<file path="src/rtl/alu_pkg.sv">
// Shared types for the ALU command sequencer: opcode encoding, the queued
// command record and the datapath width.
package alu_pkg;

  localparam int ALU_W = 8;

  typedef enum logic [2:0] {
    ADD = 3'b000,
    SUB = 3'b001,
    SHL = 3'b010,
    SHR = 3'b011,
    AND = 3'b100,
    OR  = 3'b101,
    XOR = 3'b110,
    EQ  = 3'b111
  } alu_op_e;

  typedef struct packed {
    alu_op_e            op;
    logic [ALU_W-1:0]   a;
    logic [ALU_W-1:0]   b;
    logic               acc;
  } alu_cmd_t;

endpackage

</file>
<file path="src/rtl/alu_cmd_fifo.sv">
// Circular command FIFO. Pointers wrap naturally because DEPTH is a power of
// two. Storage is not reset; only pointers and occupancy are. A push while
// full is ignored, so a same-cycle pop never opens a slot for that push.
module alu_cmd_fifo
  import alu_pkg::*;
#(
  parameter int  DEPTH = 4,
  parameter type T     = alu_cmd_t
) (
  input  logic                     clk,
  input  logic                     reset_n,
  input  logic                     clear_i,
  input  logic                     push_i,
  input  T                         data_i,
  input  logic                     pop_i,
  output T                         head_o,
  output logic                     full_o,
  output logic                     empty_o,
  output logic [$clog2(DEPTH):0]   count_o
);

  localparam int PW = $clog2(DEPTH);
  localparam int CW = PW + 1;

  T                mem_q [DEPTH];
  logic [PW-1:0]   wr_ptr_q, wr_ptr_d;
  logic [PW-1:0]   rd_ptr_q, rd_ptr_d;
  logic [CW-1:0]   count_q,  count_d;
  logic            push_ok, pop_ok;

  assign full_o  = (count_q == CW'(DEPTH));
  assign empty_o = (count_q == '0);
  assign count_o = count_q;
  assign head_o  = mem_q[rd_ptr_q];

  assign push_ok = push_i && !full_o && !clear_i;
  assign pop_ok  = pop_i && !empty_o && !clear_i;

  // Next pointer/occupancy: clear empties the queue and overrides push/pop.
  always_comb begin
    wr_ptr_d = wr_ptr_q;
    rd_ptr_d = rd_ptr_q;
    count_d  = count_q;
    if (clear_i) begin
      wr_ptr_d = '0;
      rd_ptr_d = '0;
      count_d  = '0;
    end else begin
      if (push_ok) wr_ptr_d = wr_ptr_q + PW'(1);
      if (pop_ok)  rd_ptr_d = rd_ptr_q + PW'(1);
      count_d = count_q + CW'(push_ok) - CW'(pop_ok);
    end
  end

  // Pointer and occupancy registers.
  always_ff @(posedge clk or negedge reset_n) begin
    if (!reset_n) begin
      wr_ptr_q <= '0;
      rd_ptr_q <= '0;
      count_q  <= '0;
    end else begin
      wr_ptr_q <= wr_ptr_d;
      rd_ptr_q <= rd_ptr_d;
      count_q  <= count_d;
    end
  end

  // Command storage, written at the tail on an accepted push.
  always_ff @(posedge clk) begin
    if (push_ok) mem_q[wr_ptr_q] <= data_i;
  end

endmodule

</file>
<file path="src/rtl/alu_cmd_seq.sv">
// ALU command sequencer: queues commands, presents the head to an external
// combinational ALU, captures its result into a one-entry result register
// and keeps the last result as an accumulator for chained commands.
//
// Handshakes are strict valid/ready: a transfer happens exactly at a rising
// edge where valid and ready are both high; valid never depends on ready.
module alu_cmd_seq
  import alu_pkg::*;
#(
  parameter int DEPTH = 4
) (
  input  logic                    clk,
  input  logic                    reset_n,
  input  logic                    clear_i,
  input  logic                    cmd_valid_i,
  output logic                    cmd_ready_o,
  input  logic [2:0]              cmd_op_i,
  input  logic [ALU_W-1:0]        cmd_a_i,
  input  logic [ALU_W-1:0]        cmd_b_i,
  input  logic                    cmd_acc_i,
  output logic [2:0]              alu_op_o,
  output logic [ALU_W-1:0]        alu_a_o,
  output logic [ALU_W-1:0]        alu_b_o,
  input  logic [ALU_W-1:0]        alu_res_i,
  output logic                    res_valid_o,
  input  logic                    res_ready_i,
  output logic [ALU_W-1:0]        res_data_o,
  output logic [2:0]              res_op_o,
  output logic [$clog2(DEPTH):0]  count_o
);

  alu_cmd_t          cmd_in, head;
  logic              full, empty, push, issue;
  logic              res_valid_q, res_valid_d;
  logic [ALU_W-1:0]  res_data_q,  res_data_d;
  logic [2:0]        res_op_q,    res_op_d;
  logic [ALU_W-1:0]  acc_q,       acc_d;

  assign cmd_in      = '{op: alu_op_e'(cmd_op_i), a: cmd_a_i, b: cmd_b_i, acc: cmd_acc_i};
  assign cmd_ready_o = !full && !clear_i;
  assign push        = cmd_valid_i && cmd_ready_o;
  // Issue when a command waits and the result register is free or draining.
  assign issue       = !empty && (!res_valid_q || res_ready_i) && !clear_i;

  alu_cmd_fifo #(
    .DEPTH (DEPTH),
    .T     (alu_cmd_t)
  ) u_fifo (
    .clk     (clk),
    .reset_n (reset_n),
    .clear_i (clear_i),
    .push_i  (push),
    .data_i  (cmd_in),
    .pop_i   (issue),
    .head_o  (head),
    .full_o  (full),
    .empty_o (empty),
    .count_o (count_o)
  );

  // Drive the ALU from the FIFO head; quiet zeros when nothing is queued.
  always_comb begin
    alu_op_o = '0;
    alu_a_o  = '0;
    alu_b_o  = '0;
    if (!empty) begin
      alu_op_o = head.op;
      alu_a_o  = head.acc ? acc_q : head.a;
      alu_b_o  = head.b;
    end
  end

  // Result/accumulator next state: clear wins, then capture, then drain.
  always_comb begin
    res_valid_d = res_valid_q;
    res_data_d  = res_data_q;
    res_op_d    = res_op_q;
    acc_d       = acc_q;
    if (clear_i) begin
      res_valid_d = 1'b0;
      res_data_d  = '0;
      res_op_d    = '0;
      acc_d       = '0;
    end else if (issue) begin
      res_valid_d = 1'b1;
      res_data_d  = alu_res_i;
      res_op_d    = head.op;
      acc_d       = alu_res_i;
    end else if (res_ready_i) begin
      res_valid_d = 1'b0;
    end
  end

  // Result register and accumulator.
  always_ff @(posedge clk or negedge reset_n) begin
    if (!reset_n) begin
      res_valid_q <= 1'b0;
      res_data_q  <= '0;
      res_op_q    <= '0;
      acc_q       <= '0;
    end else begin
      res_valid_q <= res_valid_d;
      res_data_q  <= res_data_d;
      res_op_q    <= res_op_d;
      acc_q       <= acc_d;
    end
  end

  assign res_valid_o = res_valid_q;
  assign res_data_o  = res_data_q;
  assign res_op_o    = res_op_q;

endmodule

</file>
<file path="config.mk">
export PLATFORM = sky130hd
export DESIGN_NAME = alu_cmd_seq
export DESIGN_NICKNAME = d
export VERILOG_FILES = /design/src/rtl/alu_pkg.sv /design/src/rtl/alu_cmd_fifo.sv /design/src/rtl/alu_cmd_seq.sv
export SDC_FILE = /design/constraint.sdc
export NUM_CORES = 1
export LEC_CHECK = 0
export BUFFER_PORTS_ARGS = -buffer_cell sky130_fd_sc_hd__buf_2
export CAP_MARGIN = 20
export CORE_MARGIN = 3
export CORE_UTILIZATION = 35
export CTS_CLUSTER_DIAMETER = 60
export DETAILED_ROUTE_END_ITERATION = 8
export PLACE_DENSITY_LB_ADDON = 0.1
export SLEW_MARGIN = 20
export SYNTH_ARGS = -nofsm -noshare
export SYNTH_HDL_FRONTEND = slang
export SYNTH_HIERARCHICAL = 1
export SYNTH_SLANG_ARGS = --single-unit
</file>
<file path="constraint.sdc">
create_clock -name clk -period 3 [get_ports clk]
set_input_delay 0.6 -clock clk [delete_from_list [all_inputs] [get_ports clk]]
set_output_delay 0.6 -clock clk [all_outputs]
set_load 0.005 [all_outputs]
</file>
* After elaboration in Yosys (flattened, before gate mapping)
Memories as Yosys holds them, arrays and structs flattened.
Cells that the tools add are included.
** Word-level totals
- Register bits after elaboration :: 19
- Bits in writable memories :: 80
- Output and inout bits :: 35
- Logic and storage cells :: 48
- Memories :: 1
** Cells by class
- Add/subtract/negate cells :: 4
- Equal/unequal tests :: 1
- Mux-type cells :: 18
- Reductions and logical operators :: 18
** Memory list
- u_fifo.mem_q :: depth 4, width 20, read ports 1, clocked after Yosys merged registers in 0, write ports 1, line alu_cmd_fifo.sv:25 : T mem_q [DEPTH];
** Operators with widths (number)
- $mux W8 :: 5
- $mux W3 :: 4
- $logic_and A1 B1 Y1 :: 8
- $mux W2 :: 4
- $reduce_bool A2 Y1 :: 3
- $mux W1 :: 5
- $add A2 B1 Y2 const B :: 2
- $logic_not A1 Y1 :: 4
- $add A3 B1 Y3 :: 1
- $eq A3 B3 Y1 const B :: 1
- $logic_not A3 Y1 :: 1
- $reduce_bool A3 Y1 :: 1
- $sub A3 B1 Y3 :: 1
- $logic_or A1 B1 Y1 :: 1

* Longest topological paths before layout
- Depth in word-level cells :: 9
- Depth in mapped cells :: 13
- Gate-level depth less buffers :: 13

* Modules after synthesis
The synthesis kept the hierarchy.
** By module, submodules not included
- alu_cmd_fifo :: instances 1, cells an instance 151, area each 3360.7 um^2, sequential area each 2577.5 um^2
- alu_cmd_seq :: instances 1, cells an instance 84, area each 818.3 um^2, sequential area each 300.3 um^2

* Worst setup path after synthesis
No wires, ideal clock.
- Path type :: input to register
- Start point :: input clear_i
- End point :: register u_fifo.count_q[2], in the netlist u_fifo/count_o[2]
- Data arrival time :: 2.375 ns
- Required time :: 2.868 ns
- Slack :: 0.493 ns
- Stages on the path :: 13
- Path buffers :: 1
- Cell sequence :: buf_2 -> nor2_1 -> and2_1 -> inv_1 -> nor3_2 -> inv_1 -> ha_1 -> inv_1 -> ha_1 -> inv_1 -> fa_1 -> xnor2_1 -> nor2_1
** On the way
- Word-level cells in the longest chain between the ends :: 8
- Elaborated cells on any way between the ends :: 11
- Those cells by class :: add/sub: 2; mux: 1; reduce/logical: 8
** RTL lines
- start, declared :: line alu_cmd_seq.sv:14 : input logic clear_i,
- $logic_not A1 Y1 :: line alu_cmd_seq.sv:40 : assign cmd_ready_o = !full && !clear_i;
- $logic_and A1 B1 Y1 :: line alu_cmd_seq.sv:40
- net cmd_ready_o :: line alu_cmd_seq.sv:16 : output logic cmd_ready_o,
- $logic_and A1 B1 Y1 :: line alu_cmd_seq.sv:41 : assign push = cmd_valid_i && cmd_ready_o;
- net push :: line alu_cmd_seq.sv:33 : logic full, empty, push, issue;
- $logic_and A1 B1 Y1 (2 in a row) :: line alu_cmd_fifo.sv:36 : assign push_ok = push_i && !full_o && !clear_i;
- $add A3 B1 Y3 :: line alu_cmd_fifo.sv:51 : count_d = count_q + CW'(push_ok) - CW'(pop_ok);
- $sub A3 B1 Y3 :: line alu_cmd_fifo.sv:51
- $mux W3 :: line alu_cmd_fifo.sv:44 : if (clear_i) begin
- net u_fifo.count_d[2] :: line alu_cmd_fifo.sv:28 : logic [CW-1:0] count_q, count_d;
- end signal, assigned :: line alu_cmd_fifo.sv:64 : count_q <= count_d;
- end, declared :: line alu_cmd_fifo.sv:28
The timed path passes the listed nets, and every way through them passes these cells.
A chain may end at the register's enable or synchronous reset.

==> key figures <==
Run status
  – Outcome: complete, no violations

Critical path
  – Worst EP required: 2.40 ns
  – Setup crit start kind: register
  – Critical Path Fanout Max: 8
  – Crit-path cells: mux4_1, mux2i_1, nor2_1, buf_2
  – Critical Path End Type: output pin
  – Crit Path Class: reg2out
  – CP max-delay cell: mux4_1
  – Max incr delay on CP: 0.85 ns
  – CP arrival: 2.06 ns

Drt
  – DRT Pass-1 Iters: 4
  – Routed Antenna Nets: 0
  – Wire per inst: 17.3 um
  – Drc violations: 0
  – DRT iter0 DRCs: 82
  – Final WL: 7960 um
  – Vias after detailed routing: 2172
  – DR vias/cell: 4.71

Finish
  – Share of layout cells above drive strength 1: 0.363
  – NumNets Final: 354
  – Layout Area Growth over Synthesis: 19.0%
  – Layout fillers: 1043

Place
  – Final Wtd Congestion: 0.710
  – Port-buffer cells: 67
  – Placed wire-length estimate: 5310 um

Pwr
  – Total power: 2.81 mW
  – PD cells: 565 mW/mm2
  – Peak VDD IR: 0.406 mV
  – Static leakage power: 1.91 nW

GRT
  – Congestion Overflow GR: 0
  – Antenna violations before repair: 0
  – Largest net degree at the start of global routing: 24
  – Total global-route track usage: 0.129
  – Vias in the first global route: 2245
  – First-pass GRT wire length: 12400 um

Clock network
  – Setup bufs post-CTS: 0
  – CTS Hold Bufs: 0
  – Clock root cell: clkbuf_16
  – Htree depth: 3
  – Clock Sinks: 99
  – Clock Latency Late Sink: 0.34 ns
  – Clk slew on worst S/H paths: 0.06 ns
  – PostCTS Resize Cnt: 0
  – Max Buffers Root-to-Sink: 2
  – Num CTS Buffers: 9
  – CTS tree: done

Logic synthesis
  – Post-Synthesis Cell Area: 0.00418 mm2
  – Mapped Avg Cell Area: 17.8 um2
  – Ys flop type: edfxtp_1
  – Synth Instances: 235
  – Post-synth net total: 275
  – Yosys top cell area share: 0.575
  – Largest area contributor in the netlist: edfxtp_1
  – Flops & latches, synth: 99
  – Post-synthesis cell type count: 28
  – Asr flop ratio synth: 0.192
  – Sequential area share after synthesis: 0.689
  – Number of flops mapped to enable cells by yosys: 80
  – Synth Warn #: 6
  – Synth area leaders: edfxtp_1, dfrtp_1, mux4_2

Job
  – Max-cap violations: 0

Floorplan
  – Chip width: 115 um
  – # rows: 39
  – Die height: 115 um
  – # IOs: 68
  – Core area: 0.0116 mm2
  – Die area: 0.0133 mm2
  – Initial Util: 0.361

Timing
  – Final Cycle Share: 0.888
  – Max-slew headroom: 0.622
  – Final setup fails: 0
  – Slew Limit Fails: 0
  – Setup TNS: 0 ns
  – Min Tclk post-route: 2.66 ns
  – Unrepaired setup endpoints after global routing: no
  – FMAX: 0.375 GHz
  – Worst Skew: 0.00485 ns
  – Worst Tran Pin Value: 0.568 ns
  – Final Hold Viols: 0

Min path
  – Worst Hold Class: in2async
==> path summary, 6_finish.rpt <==
check	cells past startpoint	slack (ns)	end	startpoint
setup / recovery	4	0.34	alu_a_o[3]	u_fifo/rd_ptr_q[0]
hold / removal	1	0.20	acc_q[4]	reset_n
setup reg to reg	13	0.49	u_fifo/count_o[2]	u_fifo/count_o[2]
hold reg to reg	2	0.54	res_op_o[1]	res_op_o[1]
max in group asynchronous	1	2.48	u_fifo/count_o[0]	reset_n
min in group clk	1	0.47	u_fifo/mem_q[3][5]	cmd_b_i[4]
==> metrics by stage <==
| stage | area, um2 | hold slack, ns | setup WS (ns) | utilization | cells |
|---|---|---|---|---|---|
| 2_1_floorplan | 4180 | 0.304 | 0.493 | - | 235 |
| 3_3_place_gp | 4710 | 0.524 | 0.452 | 0.407 | 446 |
| 3_5_place_dp | 4710 | 0.527 | 0.385 | 0.407 | 446 |
| 4_1_cts | 4970 | 0.210 | 0.305 | 0.430 | 460 |
| 5_1_grt | 4970 | 0.223 | 0.215 | 0.430 | 460 |
| 6_report | 4970 | 0.202 | 0.337 | 0.430 | 461 |
==> cells by family after synthesis <==
| logic type | after synthesis | share of synthesized area |
|---|---|---|
| AO/OA/AOI/OAI | 5 | 0.00749 |
| XOR/XNOR | 4 | 0.00838 |
| adder cells (fa/ha/maj) | 7 | 0.0228 |
| buffers and inverters | 17 | 0.0242 |
| flip-flops | 99 | 0.689 |
| multiplexers | 40 | 0.157 |
| AND/OR/NAND/NOR | 63 | 0.0910 |
==> registers in the layout, summed over array words and instances, names as in the netlist <==
signal and flops:
acc_q 8, res_op_o 3, res_valid_o 1, u_fifo/count_o 3
u_fifo/mem_q 80, u_fifo/rd_ptr_q 2, u_fifo/wr_ptr_q 2
==> cell usage in the layout, fill, tap and decap left out <==
cell type and count:
a21oi_1 2, and2_1 5, buf_2 67, buf_4 12, clkbuf_1 1, clkbuf_16 9, clkinv_2 1, clkinv_4 2
clkinvlp_4 1, dfrtp_1 19, diode_2 1, edfxtp_1 80, fa_1 1, ha_1 6, inv_1 6, mux2i_1 20
mux4_1 2, mux4_2 18, nand2b_1 24, nand2b_4 1, nor2_1 15, nor2b_1 13, nor2b_4 1, nor3_2 2
nor3b_2 1, o21ai_0 1, o311ai_1 1, o31ai_1 1, or3_1 1, xnor2_1 1, xor2_1 3
==> report_power, final <==
| group | internal [mW] | switching (mW) |
|---|---|---|
| Sequential | 1.52 | 0.0226 |
| Clock | 0.554 | 0.460 |
| Combinational | 0.119 | 0.131 |
| Total | 2.20 | 0.613 |
==> critical path, delay by kind of cell (launching register included) <==
family | cells | cell delay [ns]
mux | 2 | 1.06
simple gates | 1 | 0.13
buf+inv | 1 | 0.13
flops | 1 | 0.40
==> synthesized netlist by cell type (all sizes together), types with 2 or more instances <==
library cell	instances
edfxtp	80
mux4	20
nor2b	14
dfrtp	19
mux2i	20
a21oi	2
nor2	15
nor3	2
buf	8
clkbuf	3
xor2	3
inv	6
and2	5
ha	6
nand2b	25
==> area by class of cell <==
cell class | instances | area (um2) | area share
inverters | 6 | 22.5 | 0.00453
diodes | 1 | 2.50 | 0.000503
flip-flops and latches | 99 | 2880 | 0.579
repair buffers | 79 | 425 | 0.0856
clock buffers | 10 | 229 | 0.0461
clock inverters | 4 | 30.0 | 0.00604
well taps | 143 | 179 | 0.0360
multi-input cells | 119 | 1200 | 0.242
==> per-layer routing <==
metal | GRT usage | part of all wire | up-vias | wire length, um
li1 | - | - | 1033 | -
met1 | 0.162 | 0.45 | 1065 | 3570
met2 | 0.204 | 0.47 | 67 | 3740
met3 | 0.0542 | 0.069 | 7 | 550
met4 | 0.0423 | 0.012 | 0 | 95
met5 | 0 | 0 | - | 0
(Power assumes the default switching activity.)
